[config.mk]
export PLATFORM = sky130hd
export DESIGN_NAME = init_seq_ctrl
export DESIGN_NICKNAME = d
export VERILOG_FILES = /design/src/rtl/init_seq_pkg.sv /design/src/rtl/init_seq_ctrl_timer.sv /design/src/rtl/init_seq_ctrl.sv
export SDC_FILE = /design/constraint.sdc
export NUM_CORES = 1
export LEC_CHECK = 0
export BUFFER_PORTS_ARGS = -buffer_cell sky130_fd_sc_hd__buf_2
export CORE_UTILIZATION = 51
export CTS_BUF_LIST = sky130_fd_sc_hd__clkbuf_8
export DETAILED_ROUTE_END_ITERATION = 6
export PLACE_DENSITY = 0.72
export SYNTH_ARGS = -nofsm -noshare
export SYNTH_HDL_FRONTEND = slang
export SYNTH_SLANG_ARGS = --single-unit
[constraint.sdc]
create_clock -name clk -period 1.8 [get_ports clk]
set_input_delay 0.45 -clock clk [delete_from_list [all_inputs] [get_ports clk]]
set_output_delay 0.45 -clock clk [all_outputs]
set_load 0.05 [all_outputs]
[src/rtl/init_seq_pkg.sv]
// ---------------------------------------------------------------------------
// init_seq_pkg
// Shared types for the power-up sequencer: the FSM state encoding (also
// exported on state_o for debug LEDs) and the width of the retry counter.
// ---------------------------------------------------------------------------
package init_seq_pkg;

    localparam int RETRY_W = 2;

    typedef enum logic [2:0] {
        ST_IDLE       = 3'd0,
        ST_PLL_STABLE = 3'd1,
        ST_DDR_RST    = 3'd2,
        ST_DDR_WAIT   = 3'd3,
        ST_HDMI_CFG   = 3'd4,
        ST_RUN        = 3'd5,
        ST_FAULT      = 3'd6
    } state_e;

endpackage

[src/rtl/init_seq_ctrl_timer.sv]
// ---------------------------------------------------------------------------
// seq_timer
// Loadable down-counter shared by every timed phase of the sequencer.
// A load takes priority over counting; counting stops at zero.
// Ports:
//   clk, rstn  - clock, synchronous active-low reset (count cleared)
//   load       - load load_val on the next edge
//   load_val   - value to load
//   en         - decrement enable
//   zero       - high while the count is zero
// ---------------------------------------------------------------------------
module seq_timer #(
    parameter int CNT_W = 24
) (
    input  logic             clk,
    input  logic             rstn,
    input  logic             load,
    input  logic [CNT_W-1:0] load_val,
    input  logic             en,
    output logic             zero
);

    logic [CNT_W-1:0] count_q;
    logic [CNT_W-1:0] count_d;

    always_comb begin
        count_d = count_q;
        if (load) begin
            count_d = load_val;
        end else if (en && (count_q != '0)) begin
            count_d = count_q - CNT_W'(1);
        end
    end

    always_ff @(posedge clk) begin
        if (!rstn) begin
            count_q <= '0;
        end else begin
            count_q <= count_d;
        end
    end

    assign zero = (count_q == '0);

endmodule

[src/rtl/init_seq_ctrl.sv]
// ---------------------------------------------------------------------------
// init_seq_ctrl
// Ordered power-up sequencer: waits for a stable PLL lock, pulses the DDR
// reset, waits for DDR calibration, kicks off HDMI configuration and finally
// releases the application reset. Init faults are retried.
//
// Build option INIT_SEQ_TIMEOUT_EN:
//   defined   - DDR_WAIT / HDMI_CFG time out into FAULT, FAULT retries at
//               most MAX_RETRY times and then latches the sticky fault output.
//   undefined - no timeouts, FAULT (reached only from RUN) always retries,
//               fault is tied low.
//
// Ports:
//   clk            - 10 MHz system clock
//   rstn           - synchronous active-low reset
//   pll_lock       - PLL lock (asynchronous)
//   ddr_idone      - DDR init/calibration done (asynchronous)
//   hdmi_idone     - HDMI config done (asynchronous)
//   ddr_rstn       - DDR controller reset, active-low
//   hdmi_cfg_start - one-cycle start pulse to the HDMI config engine
//   app_rstn       - pipeline reset, active-low
//   init_done      - system up
//   fault          - init failed after all retries (sticky)
//   retry_cnt      - retries used so far
//   state_o        - current state encoding
// ---------------------------------------------------------------------------
module init_seq_ctrl
    import init_seq_pkg::*;
#(
    parameter int STABLE_CYC  = 1024,
    parameter int DDR_RST_CYC = 256,
    parameter int TIMEOUT_CYC = 2000000,
    parameter int MAX_RETRY   = 3,
    parameter int CNT_W       = 24
) (
    input  logic               clk,
    input  logic               rstn,
    input  logic               pll_lock,
    input  logic               ddr_idone,
    input  logic               hdmi_idone,
    output logic               ddr_rstn,
    output logic               hdmi_cfg_start,
    output logic               app_rstn,
    output logic               init_done,
    output logic               fault,
    output logic [RETRY_W-1:0] retry_cnt,
    output logic [2:0]         state_o
);

`ifdef INIT_SEQ_TIMEOUT_EN
    localparam bit TIMEOUT_EN = 1'b1;
`else
    localparam bit TIMEOUT_EN = 1'b0;
`endif

    localparam logic [CNT_W-1:0]   STABLE_LOAD  = CNT_W'(STABLE_CYC - 1);
    localparam logic [CNT_W-1:0]   DDR_RST_LOAD = CNT_W'(DDR_RST_CYC - 1);
    localparam logic [CNT_W-1:0]   TIMEOUT_LOAD = CNT_W'(TIMEOUT_CYC - 1);
    localparam logic [RETRY_W-1:0] RETRY_LIMIT  = RETRY_W'(MAX_RETRY);

    // ---------------------------------------------------------------------
    // Input synchronisers (bit 0 pll_lock, bit 1 ddr_idone, bit 2 hdmi_idone)
    // ---------------------------------------------------------------------
    logic [2:0] async_in;
    logic [2:0] sync_s;
    logic       pll_lock_s;
    logic       ddr_idone_s;
    logic       hdmi_idone_s;

    assign async_in = {hdmi_idone, ddr_idone, pll_lock};

    genvar g;
    generate
        for (g = 0; g < 3; g++) begin : g_sync
            logic meta_q;
            logic sync_q;

            always_ff @(posedge clk) begin
                if (!rstn) begin
                    meta_q <= 1'b0;
                    sync_q <= 1'b0;
                end else begin
                    meta_q <= async_in[g];
                    sync_q <= meta_q;
                end
            end

            assign sync_s[g] = sync_q;
        end
    endgenerate

    assign pll_lock_s   = sync_s[0];
    assign ddr_idone_s  = sync_s[1];
    assign hdmi_idone_s = sync_s[2];

    // ---------------------------------------------------------------------
    // Shared phase timer
    // ---------------------------------------------------------------------
    logic             timer_load;
    logic [CNT_W-1:0] timer_val;
    logic             timer_zero;

    seq_timer #(
        .CNT_W (CNT_W)
    ) u_timer (
        .clk      (clk),
        .rstn     (rstn),
        .load     (timer_load),
        .load_val (timer_val),
        .en       (1'b1),
        .zero     (timer_zero)
    );

    // ---------------------------------------------------------------------
    // State register
    // ---------------------------------------------------------------------
    state_e             state_q, state_d;
    logic [RETRY_W-1:0] retry_cnt_q, retry_cnt_d;
    logic               ddr_rstn_q, ddr_rstn_d;
    logic               hdmi_cfg_start_q, hdmi_cfg_start_d;
    logic               app_rstn_q, app_rstn_d;
    logic               init_done_q, init_done_d;
    logic               fault_q, fault_d;

    always_ff @(posedge clk) begin
        if (!rstn) begin
            state_q          <= ST_IDLE;
            retry_cnt_q      <= '0;
            ddr_rstn_q       <= 1'b0;
            hdmi_cfg_start_q <= 1'b0;
            app_rstn_q       <= 1'b0;
            init_done_q      <= 1'b0;
            fault_q          <= 1'b0;
        end else begin
            state_q          <= state_d;
            retry_cnt_q      <= retry_cnt_d;
            ddr_rstn_q       <= ddr_rstn_d;
            hdmi_cfg_start_q <= hdmi_cfg_start_d;
            app_rstn_q       <= app_rstn_d;
            init_done_q      <= init_done_d;
            fault_q          <= fault_d;
        end
    end

    // ---------------------------------------------------------------------
    // Next-state logic
    // ---------------------------------------------------------------------
    // Terminal FAULT (retries used up) is the one non-IDLE state that ignores
    // PLL loss, so the fault indication survives until an external reset.
    logic retry_exhausted;
    logic pll_loss;

    assign retry_exhausted = TIMEOUT_EN && (retry_cnt_q >= RETRY_LIMIT);
    assign pll_loss = !pll_lock_s && (state_q != ST_IDLE) &&
                      !((state_q == ST_FAULT) && retry_exhausted);

    always_comb begin
        state_d     = state_q;
        retry_cnt_d = retry_cnt_q;
        timer_load  = 1'b0;
        timer_val   = '0;

        if (pll_loss) begin
            state_d     = ST_IDLE;
            retry_cnt_d = '0;
            timer_load  = 1'b1;
            timer_val   = '0;
        end else begin
            case (state_q)
                ST_IDLE: begin
                    if (pll_lock_s) begin
                        state_d    = ST_PLL_STABLE;
                        timer_load = 1'b1;
                        timer_val  = STABLE_LOAD;
                    end
                end
                ST_PLL_STABLE: begin
                    if (timer_zero) begin
                        state_d    = ST_DDR_RST;
                        timer_load = 1'b1;
                        timer_val  = DDR_RST_LOAD;
                    end
                end
                ST_DDR_RST: begin
                    if (timer_zero) begin
                        state_d    = ST_DDR_WAIT;
                        timer_load = 1'b1;
                        timer_val  = TIMEOUT_LOAD;
                    end
                end
                // A done seen on the expiry cycle wins over the timeout.
                ST_DDR_WAIT: begin
                    if (ddr_idone_s) begin
                        state_d    = ST_HDMI_CFG;
                        timer_load = 1'b1;
                        timer_val  = TIMEOUT_LOAD;
                    end else if (TIMEOUT_EN && timer_zero) begin
                        state_d = ST_FAULT;
                    end
                end
                ST_HDMI_CFG: begin
                    if (hdmi_idone_s) begin
                        state_d = ST_RUN;
                    end else if (TIMEOUT_EN && timer_zero) begin
                        state_d = ST_FAULT;
                    end
                end
                ST_RUN: begin
                    if (!ddr_idone_s || !hdmi_idone_s) begin
                        state_d = ST_FAULT;
                    end
                end
                // Without the limit the count saturates rather than wrapping.
                ST_FAULT: begin
                    if (!retry_exhausted) begin
                        if (retry_cnt_q != '1) begin
                            retry_cnt_d = retry_cnt_q + RETRY_W'(1);
                        end
                        state_d    = ST_DDR_RST;
                        timer_load = 1'b1;
                        timer_val  = DDR_RST_LOAD;
                    end
                end
                default: begin
                    state_d = ST_IDLE;
                end
            endcase
        end
    end

    // ---------------------------------------------------------------------
    // Output logic, decoded from the next state so outputs change on the
    // same edge the state is entered
    // ---------------------------------------------------------------------
    always_comb begin
        ddr_rstn_d       = (state_d == ST_DDR_WAIT) || (state_d == ST_HDMI_CFG) ||
                           (state_d == ST_RUN);
        hdmi_cfg_start_d = (state_d == ST_HDMI_CFG) && (state_q != ST_HDMI_CFG);
        app_rstn_d       = (state_d == ST_RUN);
        init_done_d      = (state_d == ST_RUN);
        fault_d          = TIMEOUT_EN && (state_d == ST_FAULT) &&
                           (retry_cnt_d >= RETRY_LIMIT);
    end

    assign ddr_rstn       = ddr_rstn_q;
    assign hdmi_cfg_start = hdmi_cfg_start_q;
    assign app_rstn       = app_rstn_q;
    assign init_done      = init_done_q;
    assign fault          = fault_q;
    assign retry_cnt      = retry_cnt_q;
    assign state_o        = state_q;

endmodule

Word-level counts from Yosys, hierarchy flattened. Cells that the tools add are included.

Bits in registers: 38. Latch bits: 0. Bits in writable memories: 0. Memory bits (read-only): 0. Input port bits: 5. Output and inout bits: 10. Logic and storage cells: 63. Memories kept: 0.

Add/subtract/negate cells: 2. Multipliers: 0. Div/mod/pow operators: 0. Order comparisons: 0. Eq/ne operators: 11. Shift operators: 0. Multiplexer cells: 21. Bitwise gates (word level): 1. Reductions and logical operators: 16.

Operators by type and width (number): $pmux W21 S5 (1); $mux W21 (3); $mux W24 (2); $logic_not A24 Y1 (1); $reduce_bool A24 Y1 (1); $sub A24 B1 Y24 const B (1); $mux W3 (7); $pmux W3 S7 (1); $eq A3 B3 Y1 const B (5); $mux W10 (1); $eq A3 B2 Y1 const B (3); $mux W8 (1); $mux W1 (4); $pmux W1 S4 (1); $reduce_or A2 Y1 (2); $eq A3 B1 Y1 const B (1); $logic_not A1 Y1 (3); $logic_not A3 Y1 (1); $logic_or A1 B1 Y1 (3); $ne A3 B3 Y1 const B (1); $reduce_bool A3 Y1 (1); $add A2 B1 Y2 const B (1); $logic_and A1 B1 Y1 (2); $ne A2 B2 Y1 const B (1); other kinds (3) (3).

Logic depth before layout (Yosys ltp).
Depth in word-level cells: 8. Depth in mapped cells: 7. Depth with buffers taken out: 7.

Cells and area by module. A second synthesis with hierarchy kept.

Cell total of the unflattened synthesis: 262. Area, all modules: 2234.6 um^2.

By module, submodules not included: seq_timer (instances 1, cells an instance 174, area an instance 1465.2 um^2, seq. area each 480.5 um^2); init_seq_ctrl (instances 1, cells an instance 88, area an instance 769.5 um^2, seq. area each 280.3 um^2).

Worst setup path after synthesis. OpenSTA, ideal clock, no wires.

Path kind: register to register. Start: reg state_q[2], in the netlist state_o[2]. End: reg u_timer.count_q[1]. Library setup time: 0.116 ns. Arrival: 2.086 ns. Required time: 1.684 ns. Setup slack: -0.402 ns. Cell stages (with the launch flop): 8. Path buffers: 1. Period minus slack after synthesis: 2.202 ns. Cell sequence: dfxtp_1 > buf_2 > inv_1 > nand2_1 > nor2_1 > nor3_1 > a211oi_1 > a31o_2.

Longest elaborated chain between the ends: 5. Elaborated cells between the ends (all ways): 14. Those cells by class: eq/ne: 4; mux: 5; reduce/logical: 5.

RTL lines: from (decl) (RTL line init_seq_ctrl.sv:117) `state_e state_q, state_d;`; from (signal assigned) (RTL line init_seq_ctrl.sv:135) `state_q <= state_d;`; $eq A3 B2 Y1 or $eq A3 B1 Y1 (tied branches) (RTL line init_seq_ctrl.sv:169) `case (state_q)`; $reduce_or A2 Y1 (no source line); $pmux W1 S4 (RTL line init_seq_ctrl.sv:169); $mux W1 (RTL line init_seq_ctrl.sv:163) `if (pll_loss) begin`; $mux W24 or $reduce_bool A2 Y1 (tied branches); to (signal assigned) (RTL line init_seq_ctrl_timer.sv:39) `count_q <= count_d;`; to (decl) (RTL line init_seq_ctrl_timer.sv:23) `logic [CNT_W-1:0] count_q;`.

Several ways; a longest one is shown, not always the timed one. A chain may end at the register's enable or synchronous reset.

Worst setup path in the final report.
Start: reg u_timer.count_q[18]. End: reg u_timer.count_q[7].

Longest elaborated chain between the ends: 5. Elaborated cells between the ends (all ways): 10. Those cells by class: mux: 7; reduce/logical: 3.

RTL lines: $logic_not A24 Y1 (RTL line init_seq_ctrl_timer.sv:43) `assign zero = (count_q == '0);`; $mux W8 or $mux W1 (tied branches) (RTL line init_seq_ctrl.sv:178, init_seq_ctrl.sv:185); $pmux W21 S5 or $pmux W1 S4 (tied branches) (RTL line init_seq_ctrl.sv:169); $mux W21 or $mux W1 (tied branches) (RTL line init_seq_ctrl.sv:163); $mux W24 or $reduce_bool A2 Y1 (tied branches).

Several ways; a longest one is shown, not always the timed one.

==> impl_results.md <==
- Status: complete, but fails checks
- Violations in the final reports: setup timing
- Post-route DRC: 0
- Most frequent cells in the layout: buf_4 (59), dfxtp_1 (32), nor2_1 (26)
- Wire length per cell: 15.09 um
- Complex-gate fraction of the synthesized area: approximately 20%
- Root buffer cell: clkbuf_8
- Share of synthesized area spent on multiplexers: under 10%
- Final worst setup slack: -163.6 ps
- Final Slew Violations: 0
- Setup-failing EPs final: 28
- Fmax: around 0.5 GHz
- Xor and xnor area share after synthesis: under 10%
- Synthesized net count: between 200 and 250
- Peak VDD IR: 1055 uV
- Startpoint type of the worst setup path: register
- Most common cell after layout, fill and taps aside: buf_4
- Maximum fanout count along the critical path: 4
- Final Hold Fails: 0
- Horiz. Die Dim: 65.01 um
- Number of synthesized register bits: 38
- Worst path slowest cell: or3_4
- Post-detailed-routing wire length: approximately 5.4 mm
- Placer Congestion: 0.8876
- Layout overhead on the synthesized area: 40.11%
- First-pass GRT wire length: 9.315 mm
- I/O Pins: 15
- Ant diodes: 0
- TritonCTS clock tree: done
- Data arrival time of the worst path: between 2000 and 2500 ps
- Adder-cell share of the synthesized area: roughly 1.9%
- Final cell utilization of the core: 75.77%
- Clock tree skew after final layout: 3.175 ps
- Total design power: between 4 and 5 mW
- Critical Path Max Stage Delay: between 300 and 400 ps
- Initial cell density of the core: 54.08%
- Worst hold path type: in2reg
- Ratio of routed vias to standard cells: 5.681
- Via count: 2,045
- Count of distinct cell types in the synthesized netlist: 51
- Number of core rows: 22
- Pin count of the biggest net entering global routing: 14
- Total number of yosys warnings: 0
- Area share of and/or/nand/nor cells after synthesis: approximately 28%
- Data required time of the critical path: between 1500 and 2000 ps
- Sink Count: 38
- Initial antenna violation count: 0
- Post-route fraction of the period consumed by the critical path: 109.1%
- Placeable core region: 0.003744 mm^2
- Mean instance size in the synthesized netlist: between 8 and 9 um^2
- Placement-stage worst setup slack: -192.5 ps
- Slew at the pin closest to its max-slew limit: 547.1 ps
- Number of H-tree levels: 2
- Remaining number of nets flagged by the antenna check after routing: 0
- Global route overflow: 0
- Clock tree buffer depth: 2
- Setup repair after global routing missed its margin: true
- Worst Path Buf+Inv: 1
- Area enclosed by the die boundary: 0.004226 mm^2
- Post-cts hold buffer count: 0
- Total of max-cap violations: 0
- Final-layout fill cell count: ~280
- Category of the worst setup path capture point: register
- Power density normalized to cell area: about 1800 mW/mm^2
- Hold Slack: 359.7 ps
- Length of the first detailed-routing pass in iterations: 4
- Detailed placement HPWL: between 3 and 4 mm
- Dominant combinational cell family by area after synthesis: simple AND/OR/NAND/NOR gates
- Most frequently used flop master after synthesis: dfxtp_1
- Sequential cell area fraction in the yosys report: 37.58%
- Number of cells produced by synthesis: 234
- Die Span Y: 65.01 um
- Drt initial violations: between 150 and 200
- Number of synthesized flops with an enable pin: 0
- Source-to-sink clock delay at the later pin of the worst-skew pair: 290 ps
- Num CTS Buffers: 5
- Reg clk slew, reported paths: about 70 ps
- Combined area of all synthesized cells: slightly above 0.002 mm^2
- Fraction of layout instances using a drive strength above 1: 38.46%
- Share of async-settable or async-resettable flops after synthesis: 0%
- Number of nets in the final layout: between 300 and 400
- Number of buffers added on ports: 13
- Static Leak: about 1.3 nW
- Overall global routing resource usage: between 20% and 30%
- Startpoint-to-endpoint class of the critical path: reg2reg
- Number of global-route vias before repair: around 2,100
- Min Tclk post-route: 1964 ps
- Worst rel slew slack: 63.23%
- Category of cells accounting for the largest share of critical-path delay: simple AND/OR/NAND/NOR gates
- Worst path cell trace: nor4_4 -> nand3_2 -> or3_4 -> a311oi_4 -> buf_6 -> a21oi_2 -> o21a_1
## layer usage
metal	global-route usage (%)	share of wire, %	vias up
met5	0	0	-
met4	13.33	2.5	0
met3	6.514	3.7	12
met2	50.13	49	40
met1	34.30	45	1001
li1	-	-	992
## power by group
| group | total, mW | switching, mW | internal, mW |
|---|---|---|---|
| clock | 0.684 | 0.298 | 0.387 |
| combinational | 3.04 | 1.48 | 1.56 |
| sequential | 1.25 | 0.180 | 1.07 |
| total | 4.98 | 1.96 | 3.02 |
## state kept, by name (all words and copies together) (netlist names)
signal           cells
ddr_rstn             1
hdmi_cfg_start       1
g_sync.meta_q        3
u_timer.count_q     24
g_sync.sync_q        2
ddr_idone_s          1
init_done            1
state_o              3
retry_cnt            2
## worst reg2reg max path, delay by kind of cell (launching register included)
family	cells	cell delay [ps]
DFF	1	340
and+or+nand+nor	3	860
AOI/OAI and AO/OA	3	500
buffers and inverters	1	170
## through the flow
step	instance area, um^2	TNS (ps)	std cells
final	2836	-2321	360
after global routing	2836	-5082	360
after CTS	2765	-1758	357
after detailed placement	2552	-3762	344
after global placement	2552	-3609	344
after floorplan	2044	-2986	234
## repair_timing
action	in CTS	in global routing
gates resized for setup	15	15
cloned	0	1
pin swaps	4	6
setup buffers	5	2
setup endpoints to repair	27	28
## cell type report
cell class	instances	area [um^2]	area share, %
flip-flops and latches	38	768.2	27.08
well taps	48	60.06	2.117
multi-input cells	184	1315	46.36
inverters	5	18.77	0.6617
clock buffers	8	110.1	3.882
repair buffers	77	564.3	19.89
## cell usage after synthesis, types with 4 or more instances
cell      count  share of area, %
and2_1        7               2.2
inv_1         5              0.93
nor2_1       26               4.8
nor4_1        6               1.9
o21ai_0      11               2.7
xnor2_1       9               3.9
o21a_1        7               2.6
nand2b_1      6               1.9
dfxtp_1      38                38
a21oi_1      20               4.9
nand2_1      17               3.2
o31ai_1       4               1.5
xor2_1       10               4.3
nor3_1       11               2.7
## worst paths after layout
check / start / endpoint / slack, ps / cells after the start
worst max-delay path: u_timer.count_q[18] / u_timer.count_q[7] / -160 / 7
worst max register to register: u_timer.count_q[18] / u_timer.count_q[7] / -160 / 7
worst min register to register: g_sync[1].meta_q / ddr_idone_s / 430 / 1
worst min-delay path: ddr_idone / g_sync[1].meta_q / 360 / 2
## logic make-up after synthesis
| family | Yosys count |
|---|---|
| fa+ha+maj | 3 |
| compound gates | 59 |
| simple gates | 99 |
| flops | 38 |
| other cells | 1 |
| buf+inv | 12 |
| mux | 3 |
| xor+xnor | 19 |
Note: power is estimated with default switching activity, not from simulation.
